### src/rtl/axil_regbank_if.sv
// AXI4-Lite slave-side bus bundle for axil_regbank.
// Signal names match the flat S_AXI_* ports of the original block.
//   master : interconnect side (drives addresses, data, valids, BREADY/RREADY)
//   slave  : register bank side (drives readies, responses, read data)
interface axil_regbank_if #(
  parameter int unsigned AW = 8
);
  logic [AW-1:0] S_AXI_AWADDR;
  logic [2:0]    S_AXI_AWPROT;
  logic          S_AXI_AWVALID;
  logic          S_AXI_AWREADY;
  logic [31:0]   S_AXI_WDATA;
  logic [3:0]    S_AXI_WSTRB;
  logic          S_AXI_WVALID;
  logic          S_AXI_WREADY;
  logic [1:0]    S_AXI_BRESP;
  logic          S_AXI_BVALID;
  logic          S_AXI_BREADY;
  logic [AW-1:0] S_AXI_ARADDR;
  logic [2:0]    S_AXI_ARPROT;
  logic          S_AXI_ARVALID;
  logic          S_AXI_ARREADY;
  logic [31:0]   S_AXI_RDATA;
  logic [1:0]    S_AXI_RRESP;
  logic          S_AXI_RVALID;
  logic          S_AXI_RREADY;

  modport master (
    output S_AXI_AWADDR, S_AXI_AWPROT, S_AXI_AWVALID, input S_AXI_AWREADY,
    output S_AXI_WDATA, S_AXI_WSTRB, S_AXI_WVALID, input S_AXI_WREADY,
    input  S_AXI_BRESP, S_AXI_BVALID, output S_AXI_BREADY,
    output S_AXI_ARADDR, S_AXI_ARPROT, S_AXI_ARVALID, input S_AXI_ARREADY,
    input  S_AXI_RDATA, S_AXI_RRESP, S_AXI_RVALID, output S_AXI_RREADY
  );

  modport slave (
    input  S_AXI_AWADDR, S_AXI_AWPROT, S_AXI_AWVALID, output S_AXI_AWREADY,
    input  S_AXI_WDATA, S_AXI_WSTRB, S_AXI_WVALID, output S_AXI_WREADY,
    output S_AXI_BRESP, S_AXI_BVALID, input S_AXI_BREADY,
    input  S_AXI_ARADDR, S_AXI_ARPROT, S_AXI_ARVALID, output S_AXI_ARREADY,
    output S_AXI_RDATA, S_AXI_RRESP, S_AXI_RVALID, input S_AXI_RREADY
  );
endinterface

### src/rtl/axil_regbank.sv
// AXI4-Lite register bank: NUM_REGS 32-bit registers, each either a
// read/write control register (driven on ctrl_regs) or a read-only status
// register (RO_MASK bit set, read from status_in).
// Ports:
//   clk, reset  : clock, synchronous active-high reset
//   s_axi       : AXI4-Lite slave (axil_regbank_if.slave)
//   ctrl_regs   : control register contents, register i at [32i+31:32i]
//   status_in   : status inputs for read-only registers
//   wr_pulse    : one-cycle strobe per register, high while its update is new
// Optional build macro AXIL_REGBANK_W1C_EN: read-only registers become sticky
// status bits, cleared by writing 1s (set wins over a same-cycle clear).
module axil_regbank #(
  parameter int unsigned         AW        = 8,
  parameter int unsigned         NUM_REGS  = 8,
  parameter logic [NUM_REGS-1:0] RO_MASK   = '0,
  parameter logic [31:0]         RESET_VAL = '0
) (
  input  logic                    clk,
  input  logic                    reset,
  axil_regbank_if.slave           s_axi,
  output logic [NUM_REGS*32-1:0]  ctrl_regs,
  input  logic [NUM_REGS*32-1:0]  status_in,
  output logic [NUM_REGS-1:0]     wr_pulse
);
  localparam int unsigned IW = AW - 2;
  localparam logic [1:0] RESP_OKAY   = 2'b00;
  localparam logic [1:0] RESP_SLVERR = 2'b10;
  localparam logic [1:0] RESP_DECERR = 2'b11;

  logic                ready_q, ready_d;
  logic                aw_held_q, aw_held_d;
  logic [IW-1:0]       aw_idx_q, aw_idx_d;
  logic                w_held_q, w_held_d;
  logic [31:0]         wdata_q, wdata_d;
  logic [3:0]          wstrb_q, wstrb_d;
  logic                bvalid_q, bvalid_d;
  logic [1:0]          bresp_q, bresp_d;
  logic                rvalid_q, rvalid_d;
  logic [31:0]         rdata_q, rdata_d;
  logic [1:0]          rresp_q, rresp_d;
  logic [NUM_REGS-1:0] wr_pulse_q, wr_pulse_d;
  logic [31:0]         regs_q [NUM_REGS];
  logic [31:0]         regs_d [NUM_REGS];

  logic          awready, wready, arready, exec;
  logic [31:0]   wmask;
  logic [IW-1:0] ar_idx;
  logic          unused_addr_bits;

  // Readies stay low through reset and rise the cycle after it deasserts.
  assign awready = ready_q && !aw_held_q && !bvalid_q;
  assign wready  = ready_q && !w_held_q && !bvalid_q;
  assign arready = ready_q && !rvalid_q;
  assign exec    = aw_held_q && w_held_q && !bvalid_q;
  assign ar_idx  = s_axi.S_AXI_ARADDR[AW-1:2];

  assign unused_addr_bits = ^{s_axi.S_AXI_AWADDR[1:0], s_axi.S_AXI_ARADDR[1:0],
                              s_axi.S_AXI_AWPROT, s_axi.S_AXI_ARPROT};

  always_comb begin
    ready_d    = 1'b1;
    aw_held_d  = aw_held_q;
    aw_idx_d   = aw_idx_q;
    w_held_d   = w_held_q;
    wdata_d    = wdata_q;
    wstrb_d    = wstrb_q;
    bvalid_d   = bvalid_q;
    bresp_d    = bresp_q;
    rvalid_d   = rvalid_q;
    rdata_d    = rdata_q;
    rresp_d    = rresp_q;
    wr_pulse_d = '0;
    regs_d     = regs_q;
    wmask      = '0;
    for (int unsigned b = 0; b < 4; b++) wmask[8*b +: 8] = {8{wstrb_q[b]}};

    if (awready && s_axi.S_AXI_AWVALID) begin
      aw_held_d = 1'b1;
      aw_idx_d  = s_axi.S_AXI_AWADDR[AW-1:2];
    end
    if (wready && s_axi.S_AXI_WVALID) begin
      w_held_d = 1'b1;
      wdata_d  = s_axi.S_AXI_WDATA;
      wstrb_d  = s_axi.S_AXI_WSTRB;
    end
    if (bvalid_q && s_axi.S_AXI_BREADY) bvalid_d = 1'b0;

    if (exec) begin
      aw_held_d = 1'b0;
      w_held_d  = 1'b0;
      bvalid_d  = 1'b1;
      bresp_d   = RESP_DECERR;
      for (int unsigned i = 0; i < NUM_REGS; i++) begin
        if (32'(aw_idx_q) == i) begin
          if (!RO_MASK[i]) begin
            bresp_d       = RESP_OKAY;
            regs_d[i]     = (regs_q[i] & ~wmask) | (wdata_q & wmask);
            wr_pulse_d[i] = 1'b1;
          end else begin
`ifdef AXIL_REGBANK_W1C_EN
            bresp_d       = RESP_OKAY;
            regs_d[i]     = regs_q[i] & ~(wdata_q & wmask);
            wr_pulse_d[i] = 1'b1;
`else
            bresp_d       = RESP_SLVERR;
`endif
          end
        end
      end
    end

`ifdef AXIL_REGBANK_W1C_EN
    // Applied after the clear so a same-cycle set wins.
    for (int unsigned i = 0; i < NUM_REGS; i++) begin
      if (RO_MASK[i]) regs_d[i] = regs_d[i] | status_in[32*i +: 32];
    end
`endif

    if (rvalid_q && s_axi.S_AXI_RREADY) rvalid_d = 1'b0;
    if (arready && s_axi.S_AXI_ARVALID) begin
      rvalid_d = 1'b1;
      rdata_d  = '0;
      rresp_d  = RESP_DECERR;
      for (int unsigned i = 0; i < NUM_REGS; i++) begin
        if (32'(ar_idx) == i) begin
          rresp_d = RESP_OKAY;
`ifdef AXIL_REGBANK_W1C_EN
          rdata_d = regs_q[i];
`else
          rdata_d = RO_MASK[i] ? status_in[32*i +: 32] : regs_q[i];
`endif
        end
      end
    end
  end

  always_ff @(posedge clk) begin
    if (reset) begin
      ready_q    <= 1'b0;
      aw_held_q  <= 1'b0;
      aw_idx_q   <= '0;
      w_held_q   <= 1'b0;
      wdata_q    <= '0;
      wstrb_q    <= '0;
      bvalid_q   <= 1'b0;
      bresp_q    <= '0;
      rvalid_q   <= 1'b0;
      rdata_q    <= '0;
      rresp_q    <= '0;
      wr_pulse_q <= '0;
      for (int unsigned i = 0; i < NUM_REGS; i++) regs_q[i] <= RO_MASK[i] ? '0 : RESET_VAL;
    end else begin
      ready_q    <= ready_d;
      aw_held_q  <= aw_held_d;
      aw_idx_q   <= aw_idx_d;
      w_held_q   <= w_held_d;
      wdata_q    <= wdata_d;
      wstrb_q    <= wstrb_d;
      bvalid_q   <= bvalid_d;
      bresp_q    <= bresp_d;
      rvalid_q   <= rvalid_d;
      rdata_q    <= rdata_d;
      rresp_q    <= rresp_d;
      wr_pulse_q <= wr_pulse_d;
      regs_q     <= regs_d;
    end
  end

  always_comb begin
    ctrl_regs = '0;
    for (int unsigned i = 0; i < NUM_REGS; i++) begin
      ctrl_regs[32*i +: 32] = RO_MASK[i] ? 32'h0 : regs_q[i];
    end
  end

  assign wr_pulse             = wr_pulse_q;
  assign s_axi.S_AXI_AWREADY  = awready;
  assign s_axi.S_AXI_WREADY   = wready;
  assign s_axi.S_AXI_BVALID   = bvalid_q;
  assign s_axi.S_AXI_BRESP    = bresp_q;
  assign s_axi.S_AXI_ARREADY  = arready;
  assign s_axi.S_AXI_RVALID   = rvalid_q;
  assign s_axi.S_AXI_RDATA    = rdata_q;
  assign s_axi.S_AXI_RRESP    = rresp_q;
endmodule

### src/flat_wrapper.sv
// flat-port wrapper written by rule: the top's interface ports become plain ports
module axil_regbank_flat 
#(
  parameter int unsigned         AW        = 8,
  parameter int unsigned         NUM_REGS  = 8,
  parameter logic [NUM_REGS-1:0] RO_MASK   = '0,
  parameter logic [31:0]         RESET_VAL = '0
)
  (clk, reset, ctrl_regs, status_in, wr_pulse, s_axi_S_AXI_AWADDR, s_axi_S_AXI_AWPROT, s_axi_S_AXI_AWVALID, s_axi_S_AXI_AWREADY, s_axi_S_AXI_WDATA, s_axi_S_AXI_WSTRB, s_axi_S_AXI_WVALID, s_axi_S_AXI_WREADY, s_axi_S_AXI_BRESP, s_axi_S_AXI_BVALID, s_axi_S_AXI_BREADY, s_axi_S_AXI_ARADDR, s_axi_S_AXI_ARPROT, s_axi_S_AXI_ARVALID, s_axi_S_AXI_ARREADY, s_axi_S_AXI_RDATA, s_axi_S_AXI_RRESP, s_axi_S_AXI_RVALID, s_axi_S_AXI_RREADY);
  axil_regbank_if #(.AW(AW)) s_axi_i ();
  input  logic clk;
  input  logic reset;
  output logic [NUM_REGS*32-1:0] ctrl_regs;
  input  logic [NUM_REGS*32-1:0] status_in;
  output logic [NUM_REGS-1:0] wr_pulse;
  input wire logic [$bits(s_axi_i.S_AXI_AWADDR)-1:0] s_axi_S_AXI_AWADDR;
  input wire logic [$bits(s_axi_i.S_AXI_AWPROT)-1:0] s_axi_S_AXI_AWPROT;
  input wire logic [$bits(s_axi_i.S_AXI_AWVALID)-1:0] s_axi_S_AXI_AWVALID;
  output wire logic [$bits(s_axi_i.S_AXI_AWREADY)-1:0] s_axi_S_AXI_AWREADY;
  input wire logic [$bits(s_axi_i.S_AXI_WDATA)-1:0] s_axi_S_AXI_WDATA;
  input wire logic [$bits(s_axi_i.S_AXI_WSTRB)-1:0] s_axi_S_AXI_WSTRB;
  input wire logic [$bits(s_axi_i.S_AXI_WVALID)-1:0] s_axi_S_AXI_WVALID;
  output wire logic [$bits(s_axi_i.S_AXI_WREADY)-1:0] s_axi_S_AXI_WREADY;
  output wire logic [$bits(s_axi_i.S_AXI_BRESP)-1:0] s_axi_S_AXI_BRESP;
  output wire logic [$bits(s_axi_i.S_AXI_BVALID)-1:0] s_axi_S_AXI_BVALID;
  input wire logic [$bits(s_axi_i.S_AXI_BREADY)-1:0] s_axi_S_AXI_BREADY;
  input wire logic [$bits(s_axi_i.S_AXI_ARADDR)-1:0] s_axi_S_AXI_ARADDR;
  input wire logic [$bits(s_axi_i.S_AXI_ARPROT)-1:0] s_axi_S_AXI_ARPROT;
  input wire logic [$bits(s_axi_i.S_AXI_ARVALID)-1:0] s_axi_S_AXI_ARVALID;
  output wire logic [$bits(s_axi_i.S_AXI_ARREADY)-1:0] s_axi_S_AXI_ARREADY;
  output wire logic [$bits(s_axi_i.S_AXI_RDATA)-1:0] s_axi_S_AXI_RDATA;
  output wire logic [$bits(s_axi_i.S_AXI_RRESP)-1:0] s_axi_S_AXI_RRESP;
  output wire logic [$bits(s_axi_i.S_AXI_RVALID)-1:0] s_axi_S_AXI_RVALID;
  input wire logic [$bits(s_axi_i.S_AXI_RREADY)-1:0] s_axi_S_AXI_RREADY;
  assign s_axi_i.S_AXI_AWADDR = s_axi_S_AXI_AWADDR;
  assign s_axi_i.S_AXI_AWPROT = s_axi_S_AXI_AWPROT;
  assign s_axi_i.S_AXI_AWVALID = s_axi_S_AXI_AWVALID;
  assign s_axi_S_AXI_AWREADY = s_axi_i.S_AXI_AWREADY;
  assign s_axi_i.S_AXI_WDATA = s_axi_S_AXI_WDATA;
  assign s_axi_i.S_AXI_WSTRB = s_axi_S_AXI_WSTRB;
  assign s_axi_i.S_AXI_WVALID = s_axi_S_AXI_WVALID;
  assign s_axi_S_AXI_WREADY = s_axi_i.S_AXI_WREADY;
  assign s_axi_S_AXI_BRESP = s_axi_i.S_AXI_BRESP;
  assign s_axi_S_AXI_BVALID = s_axi_i.S_AXI_BVALID;
  assign s_axi_i.S_AXI_BREADY = s_axi_S_AXI_BREADY;
  assign s_axi_i.S_AXI_ARADDR = s_axi_S_AXI_ARADDR;
  assign s_axi_i.S_AXI_ARPROT = s_axi_S_AXI_ARPROT;
  assign s_axi_i.S_AXI_ARVALID = s_axi_S_AXI_ARVALID;
  assign s_axi_S_AXI_ARREADY = s_axi_i.S_AXI_ARREADY;
  assign s_axi_S_AXI_RDATA = s_axi_i.S_AXI_RDATA;
  assign s_axi_S_AXI_RRESP = s_axi_i.S_AXI_RRESP;
  assign s_axi_S_AXI_RVALID = s_axi_i.S_AXI_RVALID;
  assign s_axi_i.S_AXI_RREADY = s_axi_S_AXI_RREADY;
  axil_regbank #(.AW(AW), .NUM_REGS(NUM_REGS), .RO_MASK(RO_MASK), .RESET_VAL(RESET_VAL)) u_core (.clk(clk), .reset(reset), .s_axi(s_axi_i), .ctrl_regs(ctrl_regs), .status_in(status_in), .wr_pulse(wr_pulse));
endmodule
### config.mk
export PLATFORM = sky130hd
export DESIGN_NAME = axil_regbank_flat
export DESIGN_NICKNAME = d
export VERILOG_FILES = /design/src/rtl/axil_regbank_if.sv /design/src/rtl/axil_regbank.sv /design/src/flat_wrapper.sv
export SDC_FILE = /design/constraint.sdc
export NUM_CORES = 1
export LEC_CHECK = 0
export ABC_AREA = 1
export ABC_CLOCK_PERIOD_IN_PS = 1700
export BUFFER_PORTS_ARGS = -buffer_cell sky130_fd_sc_hd__buf_2
export CAP_MARGIN = 25
export CORE_AREA = 2 2 243 245
export CTS_BUF_LIST = sky130_fd_sc_hd__clkbuf_16
export DETAILED_ROUTE_END_ITERATION = 12
export DIE_AREA = 0 0 245 247
export PLACE_DENSITY = 0.48
export SLEW_MARGIN = 20
export SYNTH_ARGS = -nofsm -noshare
export SYNTH_HDL_FRONTEND = slang
export SYNTH_SLANG_ARGS = --single-unit
### constraint.sdc
create_clock -name clk -period 1.7 [get_ports clk]
set_input_delay 0.085 -clock clk [delete_from_list [all_inputs] [get_ports clk]]
set_output_delay 0.085 -clock clk [all_outputs]
set_load 0.01 [all_outputs]
# Yosys cells after proc, flatten, opt, wreduce, memory -nomap -nowiden
# Cells that the tools add are included.
[op_classes]
add_sub_neg = 0
multipliers = 0
n_div = 0
magnitude_cmp = 0
n_eq_ne = 14
shifts = 0
n_mux = 37
n_bitwise = 19
reduce_logical = 30
[ops]
columns = ["cell", "n"]
rows = [
  ["AND 32 bit", 9],
  ["2-to-1 mux 32 bit", 8],
  ["OR 32 bit", 8],
  ["== test 6 x 3 -> 1 bit, second input constant", 8],
  ["2-to-1 mux 2 bit", 16],
  ["inverter 32 bit", 1],
  ["== test 6 x 2 -> 1 bit, second input constant", 4],
  ["AND reduction 2 bit", 8],
  ["2-to-1 mux 1 bit", 13],
  ["== test 6 x 1 -> 1 bit, second input constant", 2],
  ["logical AND 1 bit", 12],
  ["logical NOT 6 bit", 2],
  ["logical NOT 1 bit", 4],
  ["nonzero test 2 bit", 2],
  ["OR reduction 2 bit", 2],
  ["inverter 1 bit", 1],
]
[word_totals]
regBits = 347
latch_bits = 0
ram_bits = 0
romBits = 0
input_bits = 321
wordCells = 120
n_memories = 0

# Logic depth before layout (Yosys ltp)
[depth]
ltp_word = 9
depth_mapped = 12

# Worst setup path after synthesis
# No wires, ideal clock.
[synth_timing]
path_kind = "register to register"
from = "reg u_core.bvalid_q, in the netlist u_core.s_axi.S_AXI_BVALID"
to = "reg u_core.wdata_q[14]"
setup_ps = 116
arrival_time_ps = 1459
setup_slack_ps = 125
path_stages_with_launch = 7
path_buffers = 2
synth_period_minus_slack_ps = 1575
cell_sequence = "dfxtp_1 -> nor3_1 -> nand2_1 -> clkbuf_1 -> clkbuf_1 -> o21ai_0 -> nor2_1"
[synth_between]
elab_chain_cells = 3
[synth_lines]
columns = ["item", "line", "text"]
rows = [
  ["from (decl)", "axil_regbank.sv:36", "logic bvalid_q, bvalid_d;"],
  ["from (signal assigned)", "axil_regbank.sv:159", "bvalid_q <= bvalid_d;"],
  ["logical NOT 1 bit", "axil_regbank.sv:52", "assign wready = ready_q && !w_held_q && !bvalid_q;"],
  ["logical AND 1 bit", "axil_regbank.sv:52", ""],
  ["via s_axi_S_AXI_WREADY", "flat_wrapper.sv:23", "output wire logic [$bits(s_axi_i.S_AXI_WREADY)-1:0] s_axi_S_AXI_WREADY;"],
  ["logical AND 1 bit", "axil_regbank.sv:81", "if (wready && s_axi.S_AXI_WVALID) begin"],
  ["to (signal assigned)", "axil_regbank.sv:157", "wdata_q <= wdata_d;"],
  ["to (decl)", "axil_regbank.sv:34", "logic [31:0] wdata_q, wdata_d;"],
]
# The timed path passes the listed nets, and every way through them passes these cells.
# A chain may end at the register's enable or synchronous reset.

==> run metrics <==
CP Class=reg2reg; Post-Synth Simple-Gate Area=between 20 and 30%; Data arrival, critical path=roughly 2.1 ns; HP Start=reset; synthesized area=14600 um2; final period utilization=between 90% and 100%; Synth Area in Adders=0%; Yosys Warn Count=0; WL/cell=between 20 and 25 um; Syn Inst Count=2011; CP required=roughly 2.1 ns; R2R cell count=12; library cells used by synthesis=31; register area share after synthesis=~47%; initial antenna violation count=3; count of state elements after synthesis=345; total power=18.1 mW; Worst R2R Setup Slack=approximately 0.012 ns; routed via count=about 16000; die area=60500 um2; largest net degree at the start of global routing=140; Die X=245 um; Setup crit end kind=flop; number of global-route vias before repair=~15000; First-pass DRT Iterations=5; io pins=approximately 630; pwr dens=883 nW/um2; max-cap viol count=0; Via-to-Cell Ratio=~5; RSZ-0062 raised after global routing=yes; Worst-Margin Slew=roughly 0.7 ns; CORE AREA=between 50000 and 60000 um2; CTS Buf Count=41; Slew headroom=between 50% and 60%; DP HPWL=46.9 mm; final hold viol count=0; syn_nets=approximately 2300; antenna cells=0; Row Count=slightly below 90; status=finished, final reports clean; CTS tree=yes; mux contribution to synthesized area=0%; final net count=2739; final period demand of the worst path=about 1.7 ns; Iter 0 DRT Violations=approximately 1200; VDD IR-drop max=around 0.61 mV; final core utilization=between 30% and 40%; Clock Path Buffers=3; critical path peak fanout=8; H-tree lvl count=2; Routability Congestion=approximately 0.87; die extent in y=247 um; P&R area growth vs syn=40.7%; Worst Setup SP=u_core.aw_idx_q[5]$_SDFFE_PP0P_; Leakage Power=between 8 and 9 nW; Root Driver=clkbuf_16; gr ovfl total=0; final instance area=20500 um2; fmax=between 500 and 600 MHz; syn avg cell area=slightly above 7 um2; TNS Setup=0 ns; DRC viols=0; crit start category=flop; Crit Reg-Reg Startpoint=u_core.aw_idx_q[5]$_SDFFE_PP0P_; # clock sinks=345; layout cells sized above 1=between 20% and 30%; first-pass GRT wire length=approximately 94 mm; initial core utilization=25.0%; ANT nets after route=0; main combinational cell family by area after synthesis=simple AND/OR/NAND/NOR gates; hold crit path type=in2reg; clock slew at reported path FFs=approximately 0.060 ns; overall routing resource usage=between 20% and 30%; placed cells=roughly 3100; total routed wirelength=approximately 67 mm; dpl cell area=about 18000 um2; Finished Layout Cells=roughly 3200; post-synthesis compound-gate area fraction=16.2%; Post-Synth XOR/XNOR Area=0%; skew final=about 0.028 ns; Final Setup Violations=0; Port Buffers=359; fin. max-slew vios=0; Skew-Pair Late Insertion Delay=0.57 ns
power by group:
part / internal (mW) / leakage, nW / total, mW / switching [mW]
Sequential: 8.18 / 2.79 / 8.43 / 0.250
Combinational: 0.450 / 5.03 / 1.28 / 0.830
Clock: 4.77 / 0.656 / 8.41 / 3.64
Total: 13.4 / 8.48 / 18.1 / 4.72
final cells by class:
class / instances / area, um2
fill: 6135 / 37700
multi-input combinational: 1366 / 6970
sequential: 345 / 6910
timing repair buffer: 533 / 3890
clock buffer: 42 / 1050
tap: 773 / 967
inverter: 131 / 517
clock inverter: 31 / 203
cells in the final DEF, fill, tap and decap left out, types with 42 or more instances in the layout:
master,n
nand3_1,144
o21ai_1,42
nand4_1,127
inv_1,121
dlygate4sd3_1,45
a21oi_1,271
clkbuf_16,45
buf_4,64
nor2_1,149
o21ai_0,131
buf_2,358
dfxtp_1,340
nand2_1,377
cell usage after synthesis:
library cell / n / area [um2]
nand2_1: 411 / 1540
dfxtp_1: 345 / 6910
a21oi_1: 292 / 1460
nand3_1: 166 / 831
nor2_1: 153 / 574
o21ai_0: 151 / 756
nand4_1: 127 / 795
clkbuf_1: 118 / 443
inv_1: 116 / 435
buf_2: 36 / 180
o21ai_1: 25 / 125
inv_2: 13 / 48.8
nor3_1: 10 / 50.1
buf_6: 6 / 67.6
nor2_2: 6 / 37.5
nor2_4: 6 / 67.6
buf_4: 5 / 37.5
nand2_2: 5 / 31.3
buf_1: 4 / 15.0
nand3_2: 4 / 40.0
nor2_8: 2 / 40.0
a211oi_1: 1 / 7.51
clkinv_1: 1 / 3.75
inv_4: 1 / 6.26
nand2_4: 1 / 11.3
nand3b_1: 1 / 7.51
nor3_2: 1 / 10.0
nor4_1: 1 / 6.26
nor4_4: 1 / 21.3
o31ai_1: 1 / 7.51
or2_4: 1 / 8.76
routing by layer:
layer	wire (um)	global-route usage (%)	part of all wire, %
met1	29400	28.0	44
met2	30700	33.8	46
met3	4430	3.39	6.6
met4	2070	7.60	3.1
met5	21	0	0.032
per-stage QoR:
step | hold slack (ns) | setup WS (ns)
after floorplan | 0.188 | 0.125
after global placement | 0.288 | -0.0858
after detailed placement | 0.285 | -0.108
after CTS | 0.0212 | 0.00119
after global routing | 0.0600 | -0.0999
final | 0.0392 | 0.0120
kinds of logic after synthesis:
kind of cell	Yosys count
simple gates	896
compound gates	470
flops	345
buf+inv	300
repair_timing:
| item | CTS | global route |
|---|---|---|
| gates resized for setup | 30 | 167 |
| pin swaps | 6 | 91 |
| hold endpoints to repair | 44 | 0 |
| setup endpoints to repair | 181 | 280 |
| hold buffers | 45 | 0 |
| cloned | 0 | 3 |
| setup buffers | 6 | 13 |
worst max-delay path: stages, from the launching register on:
cell     delay (ns)
dfxtp_2        0.33
nor2_4         0.12
inv_2          0.07
nor2_4         0.12
nand2_4        0.08
buf_6          0.12
nor2_4         0.09
buf_12         0.12
buf_12         0.15
buf_12         0.12
nand2_8        0.08
nand2_2        0.07
a21oi_1        0.05
worst min-delay path by stage:
| stage | end | cells past startpoint |
|---|---|---|
| after floorplan | u_core.s_axi.S_AXI_BVALID$_SDFFE_PP0P_ | 1 |
| after global placement | u_core.s_axi.S_AXI_BVALID$_SDFFE_PP0P_ | 2 |
| after detailed placement | u_core.s_axi.S_AXI_BVALID$_SDFFE_PP0P_ | 2 |
| after CTS | flop | 3 |
| after global routing | u_core.s_axi.S_AXI_RDATA[30]$_SDFFE_PP0P_ | 5 |
| final | flop | 3 |
(Power assumes the default switching activity.)
